<file path="src/rtl/lsu_mem_if.sv">
// lsu_mem_if: load/store unit bridging the core memory stage to a handshaked data bus
// Ports: req_* core request (req_ready accepts), busy stalls the core,
// rsp_* one-cycle completion with extended load data and error flag,
// mem_* word-aligned bus request with byte enables, gnt and rvalid handshakes.
module lsu_mem_if #(
  parameter int WIDTH = 32,
  parameter int TIMEOUT_CYCLES = 255
) (
  input  logic             clk,
  input  logic             rst_n,
  input  logic             req_valid,
  input  logic             req_we,
  input  logic [2:0]       req_funct3,
  input  logic [WIDTH-1:0] req_addr,
  input  logic [WIDTH-1:0] req_wdata,
  output logic             req_ready,
  output logic             busy,
  output logic             rsp_valid,
  output logic [WIDTH-1:0] rsp_rdata,
  output logic             rsp_err,
  output logic             mem_req,
  output logic             mem_we,
  output logic [WIDTH-1:0] mem_addr,
  output logic [3:0]       mem_be,
  output logic [WIDTH-1:0] mem_wdata,
  input  logic             mem_gnt,
  input  logic             mem_rvalid,
  input  logic [WIDTH-1:0] mem_rdata
);
  typedef enum logic [1:0] {IDLE, REQ, WAIT, RESP} state_t;
  state_t state, state_d;
  logic we_q;
  logic [2:0] f3_q;
  logic [1:0] off_q;
  logic [31:0] cnt;
  logic acc, bad, tmo;
  logic [3:0] be_d;
  logic [WIDTH-1:0] wd_d, lane, ext;
  assign req_ready = state == IDLE;
  assign busy = state != IDLE;
  assign rsp_valid = state == RESP;
  assign mem_req = state == REQ;
  assign mem_we = mem_req & we_q;
  assign acc = req_valid & req_ready;
  // stores only allow byte/half/word; halves need addr[0]=0, words addr[1:0]=0
  assign bad = req_funct3 == 3'b011 || req_funct3[2:1] == 2'b11 || (req_we && req_funct3[2]) ||
               (req_funct3[1:0] == 2'b01 && req_addr[0]) ||
               (req_funct3[1:0] == 2'b10 && req_addr[1:0] != 2'b00);
  // a handshake in the same cycle wins over the timeout
  assign tmo = TIMEOUT_CYCLES != 0 && cnt == 32'(TIMEOUT_CYCLES - 1) &&
               ((state == REQ && !mem_gnt) || (state == WAIT && !mem_rvalid));
  assign be_d = req_funct3[1:0] == 2'b00 ? 4'b0001 << req_addr[1:0] :
                req_funct3[1:0] == 2'b01 ? (req_addr[1] ? 4'b1100 : 4'b0011) : 4'b1111;
  assign wd_d = req_funct3[1:0] == 2'b00 ? {4{req_wdata[7:0]}} :
                req_funct3[1:0] == 2'b01 ? {2{req_wdata[15:0]}} : req_wdata;
  assign lane = mem_rdata >> {off_q, 3'b000};
  // funct3[2] marks the unsigned loads
  assign ext = f3_q[1:0] == 2'b00 ? {{24{~f3_q[2] & lane[7]}}, lane[7:0]} :
               f3_q[1:0] == 2'b01 ? {{16{~f3_q[2] & lane[15]}}, lane[15:0]} : lane;
  always_comb begin
    state_d = state;
    case (state)
      IDLE: state_d = acc ? (bad ? RESP : REQ) : IDLE;
      REQ:  state_d = mem_gnt ? (we_q ? RESP : WAIT) : tmo ? RESP : REQ;
      WAIT: state_d = (mem_rvalid || tmo) ? RESP : WAIT;
      RESP: state_d = IDLE;
      default: state_d = IDLE;
    endcase
  end
  always_ff @(posedge clk or negedge rst_n) begin
    if (!rst_n) begin
      state <= IDLE;
      we_q <= 1'b0;
      f3_q <= '0;
      off_q <= '0;
      mem_addr <= '0;
      mem_be <= '0;
      mem_wdata <= '0;
      rsp_rdata <= '0;
      rsp_err <= 1'b0;
      cnt <= '0;
    end else begin
      state <= state_d;
      cnt <= (state == IDLE || state_d != state) ? '0 : cnt + 32'd1;
      if (acc) begin
        we_q <= req_we;
        f3_q <= req_funct3;
        off_q <= req_addr[1:0];
        mem_addr <= {req_addr[WIDTH-1:2], 2'b00};
        mem_be <= be_d;
        mem_wdata <= wd_d;
        rsp_rdata <= '0;
        rsp_err <= bad;
      end
      if (state == WAIT && mem_rvalid) rsp_rdata <= ext;
      if (tmo) rsp_err <= 1'b1;
    end
  end
endmodule

</file>
<file path="config.mk">
export PLATFORM = sky130hd
export DESIGN_NAME = lsu_mem_if
export DESIGN_NICKNAME = d
export VERILOG_FILES = /design/src/rtl/lsu_mem_if.sv
export SDC_FILE = /design/constraint.sdc
export NUM_CORES = 1
export LEC_CHECK = 0
export ABC_CLOCK_PERIOD_IN_PS = 3530
export CAP_MARGIN = 20
export CORE_ASPECT_RATIO = 0.7
export CORE_MARGIN = 1.5
export CORE_UTILIZATION = 50
export DETAILED_ROUTE_END_ITERATION = 12
export GPL_TIMING_DRIVEN = 0
export PLACE_DENSITY = 0.85
export SYNTH_ARGS = -nofsm -noshare
export SYNTH_HDL_FRONTEND = slang
export SYNTH_SLANG_ARGS = --single-unit
</file>
<file path="constraint.sdc">
create_clock -name clk -period 3.53 [get_ports clk]
set_input_delay 1.059 -clock clk [delete_from_list [all_inputs] [get_ports clk]]
set_output_delay 1.059 -clock clk [all_outputs]
set_load 0.01 [all_outputs]
</file>
==> metrics.log <==
[metrics] leakage component of the power: ~4.2 nW
[metrics] count of port buffers added during placement: around 210
[metrics] CTS Buffer Depth: 2
[metrics] number of cells produced by synthesis: between 600 and 700
[metrics] remaining global-route overflow: 0
[metrics] iteration-0 DRC count of the detailed router: between 400 and 500
[metrics] biggest fanout along the worst timing path: 10
[metrics] I/O Pins: between 200 and 250
[metrics] Hold/Removal Path Class: register to register
[metrics] final-report setup violation count: 0
[metrics] cells taking the most area after synthesis: sky130_fd_sc_hd__dfrtp_1 (52%), sky130_fd_sc_hd__nand2_1 (8.8%), sky130_fd_sc_hd__mux2i_1 (6.2%)
[metrics] slowest cell on the critical path: sky130_fd_sc_hd__nor3b_1
[metrics] result of the run: finished, final reports clean
[metrics] post-route clock period utilization: between 80% and 90%
[metrics] CTS Hold Buffers Added: 0
[metrics] CP startpoint kind: input port
[metrics] worst setup slack before clock tree synthesis: around 190 ps
[metrics] total power of the final layout: roughly 7.5 mW
[metrics] antenna diode instance count: 0
[metrics] required time of the worst setup path: about 3900 ps
[metrics] gp weighted congestion: around 0.91
[metrics] max_cap viols: 0
[metrics] Critical Path End Type: register
[metrics] first-pass iteration count of the detailed router: 5
[metrics] final antenna-violating net count: 0
[metrics] unrepaired setup endpoints after global routing: false
[metrics] final HPWL from detailed placement: 14.91 mm
[metrics] most used routing layer in global routing: met2
[metrics] Post-synth top flop: sky130_fd_sc_hd__dfrtp_1
[metrics] Syn. warnings: 0
[metrics] DRC errors left: 0
[metrics] Min Clock Period, post-route: just over 3000 ps
[metrics] Placeable Area: ~13,000 um2
[metrics] via density per instance: 5.666
[metrics] count of flip-flops with a built-in enable after synthesis: 0
[metrics] all-layer global routing usage: a little under a third
[metrics] Vert. Die Dim: 99.44 um
[metrics] Initial Util: approximately 51%
[metrics] most common cell after layout, fill and taps aside: sky130_fd_sc_hd__clkdlybuf4s50_1
[metrics] most used cells in the layout excluding fill and tap cells: sky130_fd_sc_hd__clkdlybuf4s50_1 (206), sky130_fd_sc_hd__nand2_1 (155), sky130_fd_sc_hd__dfrtp_1 (139)
[metrics] routed wire length: ~21 mm
[metrics] tightest slew margin relative to the limit: between 20 and 30%
[metrics] Util after Layout: roughly three quarters
[metrics] CTS sink cnt: between 100 and 150
[metrics] met3 track utilization from global routing: 12.18%
[metrics] setup total negative slack: 0 ps
[metrics] Worst R2R Start: state[0]$_DFF_PN0_
[metrics] cell type with the highest aggregate area in the netlist: sky130_fd_sc_hd__dfrtp_1
[metrics] met2 track utilization from global routing: ~47%
[metrics] ordered list of cells on the worst path: clkdlybuf4s50_1 -> nand3b_1 -> buf_2 -> nor3b_1 -> nor2b_1 -> a211o_1
[metrics] fin. max-slew vios: 0
[metrics] register bit count reported by yosys: 139
[metrics] insertion delay of the later-clocked pin in the worst-skew pair: approximately 400 ps
[metrics] per-cell routed wire length: between 15 and 20 um
[metrics] largest net degree at the start of global routing: 88
[metrics] area share of the largest cell type after synthesis: 52.36%
[metrics] cell at the root of the clock tree: sky130_fd_sc_hd__clkbuf_16
[metrics] Worst R2R End: rsp_rdata[23]$_DFFE_PN0P_
[metrics] proportion of register bits with asynchronous set or reset after synthesis: 100.0%
[metrics] H-tree levels: 4
[metrics] FF-to-FF path depth: 5
[metrics] horizontal extent of the die: between 100 and 150 um
[metrics] final clock skew: between 5 and 6 ps
[metrics] layout filler cell count: 897
[metrics] final layout net count: approximately 1,000
[metrics] proportion of synthesized chip area in sequential cells: between 50 and 60%
[metrics] flop2flop setup slack: around 1200 ps
[metrics] clock tree from TritonCTS: built
[metrics] Fin. Hold Viols: 0
[metrics] number of distinct library cells after synthesis: 53
[metrics] maximum clock frequency: approximately 0.33 GHz
[metrics] CTS buffer count: 17
[metrics] full die area: 14,000 um2
[metrics] layout overhead on the synthesized area: 44.06%
[metrics] initial antenna violation count: 0
[metrics] arrival time of the worst setup path: between 3000 and 4000 ps
[metrics] setup repair bufs after CTS: 0
[metrics] final setup slack of the worst path: about 480 ps
[metrics] average size of a mapped cell: 9.613 um2
[metrics] overall via count from detail_route: 6,221
[metrics] CP Class: input port to register
[metrics] Max IR drop VDD: 0.5252 mV
[metrics] fraction of final layout cells with drive strength greater than 1: around 7%
[metrics] worst stage delay on the critical path: ~900 ps
[metrics] transition time of the tightest slew-check pin: approximately 1100 ps
[metrics] number of global-route vias before repair: ~6,300
[metrics] Setup crit start: mem_rvalid
[metrics] end point of the critical path: rsp_rdata[23]$_DFFE_PN0P_
[metrics] placement row count: 35
[metrics] Synth Cell Area: between 6000 and 7000 um2
[metrics] Post-CTS Resized: 0
[metrics] wire length of the first global-routing pass: ~34 mm
[metrics] met1 Resource Use GR: between 40% and 50%
[metrics] Cell Pwr Density: roughly 780 nW/um2
[metrics] clock transition at the register clock pins on the worst setup and hold paths after CTS: about 60 ps
==> power breakdown <==
group | switching, mW | internal, mW
logic | 1.57 | 1.55
clock network | 0.723 | 1.13
registers | 0.348 | 2.14
==> layout make-up <==
cell class	count	area (um2)	share of cell area, %
flip-flops and latches	139	3478	36.35
multi-input cells	495	2914	30.45
repair buffers	208	2101	21.95
clock buffers	17	425.4	4.446
plain buffers	46	209.0	2.184
well taps	166	207.7	2.170
clock inverters	15	188.9	1.974
inverters	12	45.04	0.4707
==> stage by stage <==
stage	instances	area, um2	hold slack (ps)
6_report	1098	9569	470.9
5_1_grt	1098	9569	489.9
4_1_cts	1098	9569	477.3
3_5_place_dp	1066	8955	462.6
3_3_place_gp	1065	8926	457.4
2_1_floorplan	692	6646	460.1
==> routing by layer <==
metal  wire, um  up-vias  share of wire (%)
li1           -     2897                  -
met1       8772     2969                 42
met2       9289      316                 45
met3       2244       39                 11
met4        528        0                2.5
met5          0        -                  0
==> registers in the layout, summed over array words and instances, names as in the netlist <==
| name | cells |
|---|---|
| f3_q | 3 |
| cnt | 32 |
| state | 2 |
| we_q | 1 |
| mem_wdata | 32 |
| rsp_err | 1 |
| rsp_rdata | 32 |
| mem_be | 4 |
| mem_addr | 30 |
| off_q | 2 |
==> critical path: cells and delay by family <==
kind	cells	cell delay, ps
AND/OR/NAND/NOR	3	1380
AO/OA/AOI/OAI	1	100
buffers and inverters	2	860
==> synth_stat cells (2+ instances only) <==
library cell and number:
sky130_fd_sc_hd__nand3_1 11, sky130_fd_sc_hd__o21ai_0 33, sky130_fd_sc_hd__nor2b_1 6, sky130_fd_sc_hd__or4_1 12
sky130_fd_sc_hd__o22a_1 2, sky130_fd_sc_hd__mux4_2 2, sky130_fd_sc_hd__a21oi_1 61, sky130_fd_sc_hd__or4b_1 2
sky130_fd_sc_hd__a22o_1 8, sky130_fd_sc_hd__inv_1 12, sky130_fd_sc_hd__a211o_1 2, sky130_fd_sc_hd__xor2_1 6
sky130_fd_sc_hd__nor4_1 6, sky130_fd_sc_hd__dfrtp_1 139, sky130_fd_sc_hd__and3_1 3, sky130_fd_sc_hd__buf_2 11
sky130_fd_sc_hd__nand2b_1 3, sky130_fd_sc_hd__xnor2_1 6, sky130_fd_sc_hd__nor3_1 2, sky130_fd_sc_hd__mux2i_1 41
sky130_fd_sc_hd__clkbuf_1 28, sky130_fd_sc_hd__ha_1 2, sky130_fd_sc_hd__a221o_1 13, sky130_fd_sc_hd__nand4_1 12
sky130_fd_sc_hd__buf_1 3, sky130_fd_sc_hd__mux2_2 7, sky130_fd_sc_hd__and2_1 3, sky130_fd_sc_hd__a21o_1 2
sky130_fd_sc_hd__o31ai_1 14, sky130_fd_sc_hd__and4_1 8, sky130_fd_sc_hd__buf_6 2, sky130_fd_sc_hd__a31oi_1 2
sky130_fd_sc_hd__nor2_1 50, sky130_fd_sc_hd__nand2_1 155, sky130_fd_sc_hd__buf_4 2, sky130_fd_sc_hd__or3_1 3
==> cell families after synthesis <==
| logic type | count (synthesis) | share of synthesized area (%) |
|---|---|---|
| multiplexers | 50 | 8.043 |
| AND/OR/NAND/NOR | 286 | 20.34 |
| XOR/XNOR | 12 | 1.582 |
| adder cells (fa/ha/maj) | 2 | 0.3767 |
| AO/OA/AOI/OAI | 143 | 13.41 |
| buffers and inverters | 58 | 3.823 |
| flip-flops | 139 | 52.36 |
| other | 1 | 0.05645 |
==> how the worst min path moves through the flow <==
| stage | start | to | slack (ps) | cells past startpoint |
|---|---|---|---|---|
| final | mem_addr[16]$_DFFE_PN0P_ | mem_addr[16]$_DFFE_PN0P_ | 470 | 2 |
| after global routing | mem_addr[24]$_DFFE_PN0P_ | mem_addr[24]$_DFFE_PN0P_ | 490 | 2 |
| after CTS | mem_addr[16]$_DFFE_PN0P_ | mem_addr[16]$_DFFE_PN0P_ | 480 | 2 |
| after detailed placement | mem_addr[12]$_DFFE_PN0P_ | mem_addr[12]$_DFFE_PN0P_ | 460 | 2 |
| after global placement | mem_addr[7]$_DFFE_PN0P_ | mem_addr[7]$_DFFE_PN0P_ | 460 | 2 |
| after floorplan | we_q$_DFFE_PN0P_ | we_q$_DFFE_PN0P_ | 460 | 2 |
No activity file was read; power rests on OpenSTA's default activity.
